<file path="config.mk">
export PLATFORM = sky130hd
export DESIGN_NAME = word3_serializer
export DESIGN_NICKNAME = d
export VERILOG_FILES = /design/src/rtl/word3_ser_pkg.sv /design/src/rtl/word3_ser_ctrl.sv /design/src/rtl/word3_serializer.sv
export SDC_FILE = /design/constraint.sdc
export NUM_CORES = 1
export LEC_CHECK = 0
export CORE_MARGIN = 3
export CORE_UTILIZATION = 52
export CTS_CLUSTER_SIZE = 28
export DETAILED_ROUTE_END_ITERATION = 7
export PLACE_DENSITY_LB_ADDON = 0.12
export RECOVER_POWER = 100
export SETUP_SLACK_MARGIN = 0.15
export SLEW_MARGIN = 25
export SYNTH_ARGS = -nofsm -noshare
export SYNTH_HDL_FRONTEND = slang
export SYNTH_HIERARCHICAL = 1
export SYNTH_SLANG_ARGS = --single-unit
</file>
<file path="constraint.sdc">
create_clock -name clk -period 4.01 [get_ports clk]
set_input_delay 1.203 -clock clk [delete_from_list [all_inputs] [get_ports clk]]
set_output_delay 1.203 -clock clk [all_outputs]
set_load 0.1 [all_outputs]
</file>
<file path="src/rtl/word3_ser_pkg.sv">
// ============================================================================
// Module      : word3_ser_pkg
// Description : Shared state encoding and beat-index constants for
//               word3_serializer.  Optional checksum beat: WORD3_SER_CHKSUM_EN.
// Revision    : 1.0 - initial release
// ============================================================================
`default_nettype none

package word3_ser_pkg;

   typedef enum logic [2:0] {
      ST_IDLE = 3'd0,
      ST_B0   = 3'd1,
      ST_B1   = 3'd2,
      ST_B2   = 3'd3,
      ST_CHK  = 3'd4
   } state_t;

   localparam logic [1:0] IDX_B0  = 2'd0;
   localparam logic [1:0] IDX_B1  = 2'd1;
   localparam logic [1:0] IDX_B2  = 2'd2;
   localparam logic [1:0] IDX_CHK = 2'd3;

endpackage

`default_nettype wire

</file>
<file path="src/rtl/word3_ser_ctrl.sv">
// ============================================================================
// Module      : word3_ser_ctrl
// Description : Beat sequencer for word3_serializer; owns the state machine
//               and the registered valid/index/last outputs.
//               Optional checksum beat: WORD3_SER_CHKSUM_EN.
// Revision    : 1.0 - initial release
// ============================================================================
`default_nettype none

module word3_ser_ctrl
   import word3_ser_pkg::*;
(
   input  logic       clk,
   input  logic       rst_n,
   input  logic       i_in_valid,
   input  logic       i_out_ready,
   output logic       o_in_ready,
   output logic       o_busy,
   output logic       o_out_valid,
   output logic [1:0] o_out_index,
   output logic       o_out_last
);

   state_t     r_state;
   logic       r_out_valid;
   logic [1:0] r_out_index;
   logic       r_out_last;

   // Outputs are updated together with the state so they never glitch.
   always_ff @(posedge clk or negedge rst_n) begin
      if (!rst_n) begin
         r_state     <= ST_IDLE;
         r_out_valid <= 1'b0;
         r_out_index <= IDX_B0;
         r_out_last  <= 1'b0;
      end else begin
         case (r_state)
            ST_IDLE: begin
               if (i_in_valid) begin
                  r_state     <= ST_B0;
                  r_out_valid <= 1'b1;
                  r_out_index <= IDX_B0;
                  r_out_last  <= 1'b0;
               end
            end
            ST_B0: begin
               if (i_out_ready) begin
                  r_state     <= ST_B1;
                  r_out_index <= IDX_B1;
               end
            end
            ST_B1: begin
               if (i_out_ready) begin
                  r_state     <= ST_B2;
                  r_out_index <= IDX_B2;
`ifdef WORD3_SER_CHKSUM_EN
                  r_out_last  <= 1'b0;
`else
                  r_out_last  <= 1'b1;
`endif
               end
            end
            ST_B2: begin
               if (i_out_ready) begin
`ifdef WORD3_SER_CHKSUM_EN
                  r_state     <= ST_CHK;
                  r_out_index <= IDX_CHK;
                  r_out_last  <= 1'b1;
`else
                  r_state     <= ST_IDLE;
                  r_out_valid <= 1'b0;
                  r_out_index <= IDX_B0;
                  r_out_last  <= 1'b0;
`endif
               end
            end
`ifdef WORD3_SER_CHKSUM_EN
            ST_CHK: begin
               if (i_out_ready) begin
                  r_state     <= ST_IDLE;
                  r_out_valid <= 1'b0;
                  r_out_index <= IDX_B0;
                  r_out_last  <= 1'b0;
               end
            end
`endif
            default: begin
               r_state     <= ST_IDLE;
               r_out_valid <= 1'b0;
               r_out_index <= IDX_B0;
               r_out_last  <= 1'b0;
            end
         endcase
      end
   end

   assign o_in_ready  = (r_state == ST_IDLE);
   assign o_busy      = (r_state != ST_IDLE);
   assign o_out_valid = r_out_valid;
   assign o_out_index = r_out_index;
   assign o_out_last  = r_out_last;

endmodule

`default_nettype wire

</file>
<file path="src/rtl/word3_serializer.sv">
// ============================================================================
// Module      : word3_serializer
// Description : Captures a three-word bundle and emits it as ready/valid beats.
//               Optional XOR checksum beat: WORD3_SER_CHKSUM_EN.
// Revision    : 1.0 - initial release
// ============================================================================
`default_nettype none

module word3_serializer
   import word3_ser_pkg::*;
#(
   parameter int WIDTH = 32
) (
   input  logic             clk,
   input  logic             rst_n,
   input  logic             i_in_valid,
   output logic             o_in_ready,
   input  logic [WIDTH-1:0] i_in_1,
   input  logic [WIDTH-1:0] i_in_2,
   input  logic [WIDTH-1:0] i_in_3,
   output logic             o_out_valid,
   input  logic             i_out_ready,
   output logic [WIDTH-1:0] o_out_data,
   output logic [1:0]       o_out_index,
   output logic             o_out_last,
   output logic             o_busy
);

   logic             w_in_ready;
   logic             w_out_valid;
   logic [1:0]       w_out_index;
   logic             w_capture;
   logic [WIDTH-1:0] w_out_data;
   logic [WIDTH-1:0] r_word1;
   logic [WIDTH-1:0] r_word2;
   logic [WIDTH-1:0] r_word3;

   word3_ser_ctrl u_ctrl (
      .clk         (clk),
      .rst_n       (rst_n),
      .i_in_valid  (i_in_valid),
      .i_out_ready (i_out_ready),
      .o_in_ready  (w_in_ready),
      .o_busy      (o_busy),
      .o_out_valid (w_out_valid),
      .o_out_index (w_out_index),
      .o_out_last  (o_out_last)
   );

   assign w_capture = i_in_valid && w_in_ready;

   always_ff @(posedge clk or negedge rst_n) begin
      if (!rst_n) begin
         r_word1 <= '0;
         r_word2 <= '0;
         r_word3 <= '0;
      end else if (w_capture) begin
         r_word1 <= i_in_1;
         r_word2 <= i_in_2;
         r_word3 <= i_in_3;
      end
   end

   // Gated by valid so the bus reads zero while idle.
   always_comb begin
      w_out_data = '0;
      if (w_out_valid) begin
         case (w_out_index)
            IDX_B0:  w_out_data = r_word1;
            IDX_B1:  w_out_data = r_word2;
            IDX_B2:  w_out_data = r_word3;
`ifdef WORD3_SER_CHKSUM_EN
            IDX_CHK: w_out_data = r_word1 ^ r_word2 ^ r_word3;
`endif
            default: w_out_data = '0;
         endcase
      end
   end

   assign o_in_ready  = w_in_ready;
   assign o_out_valid = w_out_valid;
   assign o_out_index = w_out_index;
   assign o_out_data  = w_out_data;

endmodule

`default_nettype wire

</file>
==> key figures, run 1 <==
Synth
  • Syn Inst Count: 378
  • Cell area after synthesis: 5102 µm²
  • Post-synthesis async set-or-reset flop share: 1.000
  • Number of synthesized flops with an enable pin: 0
  • Synth Flop Type: dfrtp_1
  • Ys Warns: 6
  • Most common cell in the synthesized netlist: dfrtp_1
  • Post-synth net total: 483
  • Area contributors post-synth: dfrtp_1 50%, mux2_2 12%, mux2_4 12%, mux2i_1 6.5%, nand3b_1 4.7%
  • Synth area leader: dfrtp_1
  • Synth cell count leaders: 102 x dfrtp_1, 56 x mux2_2, 42 x mux2_4, 33 x mux2i_1
  • Yosys reg bits: 102
  • Synth unique cells: 24
  • Mean Syn Cell Area: 13.50 µm²
  • Share of Yosys cell area claimed by the top area cell type: 0.5002
  • Post-synthesis sequential area ratio: 0.5002

Clock tree
  • Post-CTS setup buffers: 0
  • Number of H-tree levels: 3
  • CTS sink count: 102
  • Post-CTS sizing: 0
  • Clock slew at reported path FFs: 90 ps
  • # hold bufs at CTS: 0
  • Inserted Clock Buffers: 9
  • Clock latency on the worst-skew pair: 360 ps
  • CTS tree: done
  • Max clock buf depth: 2
  • Clk root buf: clkbuf_8

Place
  • Pre-CTS WS: 1045 ps
  • Final Wtd Congestion: 0.7836
  • DP HPWL: 7508 µm
  • Post-Place Cells: 626
  • Placed Area: 6484 µm²
  • Port-buffer cells: 137

STA
  • Fmax: 0.2810 GHz
  • Setup slack after layout: 451.1 ps
  • Slew @ Worst Pin: 1540 ps
  • Final period util: 0.8875
  • Final Hold Fails: 0
  • Final setup violation count: 0
  • Final Max Tran Viols: 34
  • Clock Skews: 13.76 ps
  • Hold_ws: 497.8 ps
  • Unrepaired setup endpoints after global routing: no
  • Relative slew slack: -0.02899
  • Minimum clock period: 3559 ps
  • Setup TNS: 0 ps

Final layout
  • Nets: 613
  • Post-Layout Inst Area: 6479 µm²
  • Share of layout cells above drive strength 1: 0.2398
  • N_diodes: 0
  • Non-filler cells in the finished layout: 642
  • Area Overhead vs Synth: 26.97%

Worst setup path
  • CP required: 2810 ps
  • Worst EP arrival: 2360 ps
  • CP Launch Type: flip-flop
  • CP Capture Type: output pin
  • Crit Path Class: reg -> out
  • Worst-path fanout max: 32

Detailed routing
  • Post-DRT Antenna Nets: 0
  • Final wirelength: 10,730 µm
  • Residual DRC: 0
  • DR WL/cell: 16.72 µm
  • Via count: 3,378
  • Via density: 5.262
  • 1st-iter DRT viols: 136
  • DR pass1 iterations: 5

Floorplan
  • Core Region: 9371 µm²
  • Row cnt: 35
  • Die ar.: 11,040 µm²
  • I/O pins: 138
  • Starting Density: 0.5445
  • Die X: 105.1 µm
  • DIE HEIGHT: 105.1 µm

Pwr
  • Lkg Pwr: 2.763 nW
  • Switching Share: 0.4756
  • Power share of the combinational group: 0.558
  • Peak VDD IR: 0.7122 mV
  • Pwr Density: 894.9 nW/µm²
  • Sw power: 2.757 mW
  • Int Pwr: 3.041 mW
  • Sequential share of power: 0.326
  • Clock Power Share: 0.116

Run
  • # Max-Cap Violations: 1

Global route
  • Total gr overflow: 0
  • Vias in the first global route: 3,436
  • GRT Total Usage: 0.2002
  • Largest net degree at the start of global routing: 55
  • Initial antenna violation count: 0
  • Global-route wire length before repair: 17,680 µm

Min path
  • HP Class: reg -> reg

Run status
  • Failing checks: max-capacitance violations, max-slew violations
  • Status: complete, but fails checks
per-layer routing:
metal,track usage,share of wire
met3,0.06362,0.061
met4,0.03936,0.0069
met2,0.3304,0.50
met5,0,0
met1,0.2611,0.43
cells by family after synthesis:
kind of cell	share of synthesized area
mux	0.3119
flops	0.5002
simple gates	0.09245
compound gates	0.04414
buf+inv	0.03899
fa+ha+maj	0.01226
path summary, 6_finish.rpt:
| path | from | end | slack, ps | cells past startpoint |
|---|---|---|---|---|
| setup / recovery | u_ctrl/o_out_index[1]$_DFFE_PN0P_ | o_out_data[0] | 450 | 5 |
| max in group asynchronous | rst_n | u_ctrl/o_out_index[1]$_DFFE_PN0P_ | 1360 | 2 |
| setup reg to reg | u_ctrl/r_state[0]$_DFFE_PN0P_ | r_word1[9]$_DFFE_PN0P_ | 1200 | 5 |
| hold reg to reg | r_word1[13]$_DFFE_PN0P_ | r_word1[13]$_DFFE_PN0P_ | 500 | 1 |
| hold / removal | r_word1[13]$_DFFE_PN0P_ | r_word1[13]$_DFFE_PN0P_ | 500 | 1 |
| min in group asynchronous | rst_n | r_word1[19]$_DFFE_PN0P_ | 850 | 1 |
layout by cell type, fill, tap and decap left out:
master and n:
dlygate4sd3_1 3, o211ai_1 1, inv_6 3, nor3b_1 1, o21ai_0 32, and2b_1 1, and2_1 32, o21bai_1 1
ha_1 5, clkbuf_1 5, bufinv_16 1, mux2_2 58, clkinvlp_4 1, mux2_4 4, mux2_1 36, dfrtp_1 100
nor2_1 1, buf_4 30, a31oi_1 3, inv_1 4, mux2i_1 33, a21oi_1 1, clkdlybuf4s50_1 96, nand2_1 1
clkbuf_2 10, buf_12 3, o21bai_2 1, dfrtp_2 2, clkbuf_8 10, o32a_1 1, nand3b_1 32, nand2b_1 1
worst max-delay path: stages (launching register included):
cell	delay, ps
dfrtp_2	400
clkbuf_2	630
mux2i_1	160
o21ai_0	200
and2_1	160
clkbuf_2	460
area by class of cell:
cell class / instances / area [µm²]
clock buffer: 11 / 141.4
clock inverter: 5 / 63.81
fill: 747 / 2893
inverter: 4 / 15.01
multi-input combinational: 245 / 2201
sequential: 102 / 2555
tap: 129 / 161.4
timing repair buffer: 146 / 1341
state kept, by name, summed over array words and instances (netlist names):
| signal | cells |
|---|---|
| r_word1 | 32 |
| u_ctrl/o_out_valid | 1 |
| r_word2 | 32 |
| r_word3 | 32 |
| u_ctrl/o_out_last | 1 |
| u_ctrl/r_state | 2 |
| u_ctrl/o_out_index | 2 |
metrics by stage:
stage	power, mW	utilization
final	5.798	0.6913
after global routing	6.137	0.6913
after CTS	6.116	0.7138
after detailed placement	5.426	0.6919
after global placement	5.340	0.6919
after floorplan	4.707	-
power groups by stage:
stage               Clock [mW]  Sequential, mW  Combinational (mW)
floorplan                    0            1.90                2.80
global placement             0            1.88                3.45
detailed placement           0            1.92                3.51
CTS                      0.694            1.90                3.52
global route             0.730            1.97                3.44
finish                   0.672            1.89                3.23
Power figures use the tool's default switching activity.
==> run 2, diff against run 1 <==
Settings changed: HOLD_SLACK_MARGIN set to 0.05.
==> results of run 2 <==
The final DEF is identical to that of run 1; final timing and power are the same.
==> run 3, diff against run 2 <==
Settings changed: SYNTH_HIERARCHICAL 1 to not set.
==> key figures, run 3 <==
Clock tree
  • CTS sink count: 102
  • Post-CTS setup buffers: 0
  • Max clock buf depth: 2
  • Post-CTS sizing: 0
  • Clk root buf: clkbuf_8
  • Clock slew at reported path FFs: 90 ps
  • # hold bufs at CTS: 0
  • Number of H-tree levels: 3
  • Clock latency on the worst-skew pair: 360 ps
  • Inserted Clock Buffers: 9
  • CTS tree: done

Synth
  • Compound-gate portion of the synthesized area: 0.05629
  • Synth unique cells: 25
  • Mean Syn Cell Area: 13.00 µm²
  • Synth area leader: dfrtp_1
  • Syn Inst Count: 376
  • Most common cell in the synthesized netlist: dfrtp_1
  • Share of Yosys cell area claimed by the top area cell type: 0.5220
  • Post-synth net total: 482
  • Synth Flop Type: dfrtp_1
  • Yosys reg bits: 102
  • Ys Warns: 0
  • Area contributors post-synth: dfrtp_1 52%, mux2_2 22%, mux2i_1 6.8%, a21boi_0 2.9%, nand2_1 2.5%
  • Post-synthesis sequential area ratio: 0.5220
  • Post-synthesis mux area share: 0.2955
  • Synth Area in Simple Gates: 0.07395
  • Number of synthesized flops with an enable pin: 0
  • Largest family of logic cells by synthesized area: multiplexers
  • XOR/XNOR Fraction of Synth Area: 0
  • Cell area after synthesis: 4890 µm²
  • Post-synthesis async set-or-reset flop share: 1.000
  • Synth Area in Adders: 0.01535
  • Synth cell count leaders: 102 x dfrtp_1, 96 x mux2_2, 33 x mux2i_1, 32 x nand2_1, 19 x a21boi_0

Floorplan
  • DIE HEIGHT: 103.0 µm
  • Row cnt: 34
  • I/O pins: 138
  • Die X: 103.0 µm
  • Die ar.: 10,600 µm²
  • Core Region: 8934 µm²
  • Starting Density: 0.5473

Place
  • Final Wtd Congestion: 0.8312
  • DP HPWL: 7677 µm
  • Port-buffer cells: 137

STA
  • Slew @ Worst Pin: 1382 ps
  • Unrepaired setup endpoints after global routing: no
  • Final setup violation count: 0
  • Clock Skews: 11.99 ps
  • Relative slew slack: 0.07890
  • Final Hold Fails: 0
  • Minimum clock period: 3673 ps
  • Final period util: 0.9161
  • Fmax: 0.2722 GHz
  • Final Max Tran Viols: 0
  • Hold_ws: 501.0 ps

Worst setup path
  • Reg-to-Reg Start: u_ctrl.r_state[0]$_DFFE_PN0P_
  • Setup crit start: u_ctrl.o_out_index[1]$_DFFE_PN0P_
  • Crit Path Class: reg -> out
  • Worst-path fanout max: 23
  • CP peak stage delay: 680 ps
  • R2R depth: 5
  • CP Buf/Inv Count: 2
  • Cells along the critical path: nor2b_4 -> clkbuf_1 -> nand2_1 -> a21boi_2 -> buf_12
  • CP required: 2810 ps
  • CP Launch Type: flip-flop
  • CP Capture Type: output pin
  • CP Depth: 5
  • Worst EP arrival: 2470 ps
  • Critical path's slowest cell: dfrtp_2
  • Family with the most delay on the worst path: flip-flops

Run
  • # Max-Cap Violations: 0

Final layout
  • Regs by FF count: r_word1: 32 flops, r_word2: 32 flops, r_word3: 32 flops
  • N_diodes: 0
  • Nets: 614
  • Commonest non-fill, non-tap cell in the layout: dfrtp_1
  • Sequential cell area: 2554 µm²
  • Share of layout cells above drive strength 1: 0.3684
  • Highest-count cells in the layout ignoring fill and taps: 101 x dfrtp_1, 96 x mux2_2, 96 x clkdlybuf4s50_1
  • Area Overhead vs Synth: 39.41%
  • Fillcell total: 608
  • Multi-input gate area: 2237 µm²

Pwr
  • Int Pwr: 3.417 mW
  • Peak VDD IR: 0.6781 mV
  • Total Power: 6.209 mW
  • Switching Share: 0.4497
  • Pwr Density: 910.9 nW/µm²
  • Clock Power Share: 0.105
  • Power share of the combinational group: 0.594
  • Sw power: 2.792 mW
  • Sequential share of power: 0.301
  • Lkg Pwr: 2.827 nW

Detailed routing
  • Via density: 5.312
  • DR WL/cell: 17.45 µm
  • DR pass1 iterations: 4
  • Residual DRC: 0
  • Post-DRT Antenna Nets: 0
  • Final wirelength: 10,840 µm
  • Via count: 3,299
  • 1st-iter DRT viols: 64

Run status
  • Status: complete, no violations

Min path
  • Hold path start: r_word3[17]$_DFFE_PN0P_
  • Hold Crit Depth: 1
  • HP Class: reg -> reg

Global route
  • Initial antenna violation count: 0
  • Vias in the first global route: 3,476
  • GRT Total Usage: 0.2092
  • Global-route wire length before repair: 17,080 µm
  • Largest net degree at the start of global routing: 57
  • Total gr overflow: 0
[run 3: cell count changes after synthesis, sizes merged, moves of 31 or more]
cell / previous run / this run
a21boi: 0 / 32
and2: 32 / 0
nand2: 1 / 33
nand3b: 32 / 0
o21ai: 32 / 1
or2: 0 / 32
[run 3: final timing paths]
kind | to | slack [ps]
worst min register to register | r_word3[17]$_DFFE_PN0P_ | 500
min in group asynchronous | r_word2[8]$_DFFE_PN0P_ | 1140
worst max register to register | r_word3[1]$_DFFE_PN0P_ | 940
max in group asynchronous | r_word3[13]$_DFFE_PN0P_ | 1010
worst min-delay path | r_word3[17]$_DFFE_PN0P_ | 500
worst max-delay path | o_out_data[24] | 340
[run 3: kinds of logic after synthesis]
kind of cell,after synthesis
multiplexers,132
flip-flops,102
AND/OR/NAND/NOR,71
AO/OA/AOI/OAI,37
buffers and inverters,28
adder cells (fa/ha/maj),6
[run 3: worst register-to-register path: cells and delay by family (launching register included)]
kind	cells	cell delay, ps
flops	1	450
fa+ha+maj	1	290
buf+inv	2	1040
simple gates	1	730
mux	1	460
[run 3: cell type report]
class	count	area share
multi-input combinational	246	0.3282
sequential	102	0.3746
inverter	4	0.002203
clock buffer	10	0.01872
clock inverter	6	0.01028
tap	108	0.01982
timing repair buffer	145	0.2461
[run 3: layer usage]
metal	global-route usage	up-vias	wire length [µm]
met2	0.3478	92	5445
met4	0.07072	0	136
met1	0.2749	1635	4673
met3	0.04195	10	579
li1	-	1562	-
met5	0	-	0
[run 3: power groups by stage]
stage	clock (mW)	combinational (mW)	sequential (mW)
after floorplan	0	2.70	1.89
after global routing	0.717	3.90	1.93
final	0.654	3.69	1.87
after global placement	0	3.78	1.86
after detailed placement	0	3.83	1.89
after CTS	0.677	3.84	1.87
[run 3: metrics by stage]
stage / TNS (ps) / instance area [µm²] / utilization / worst slack, ps / std cells
floorplan: -217.6 / 5006 / - / -217.6 / 376
global placement: 0 / 6751 / 0.7557 / 845.6 / 605
detailed placement: 0 / 6751 / 0.7557 / 843.9 / 605
CTS: 0 / 6949 / 0.7779 / 428.5 / 621
global route: 0 / 6817 / 0.7630 / 186.6 / 621
finish: 0 / 6817 / 0.7630 / 336.6 / 621
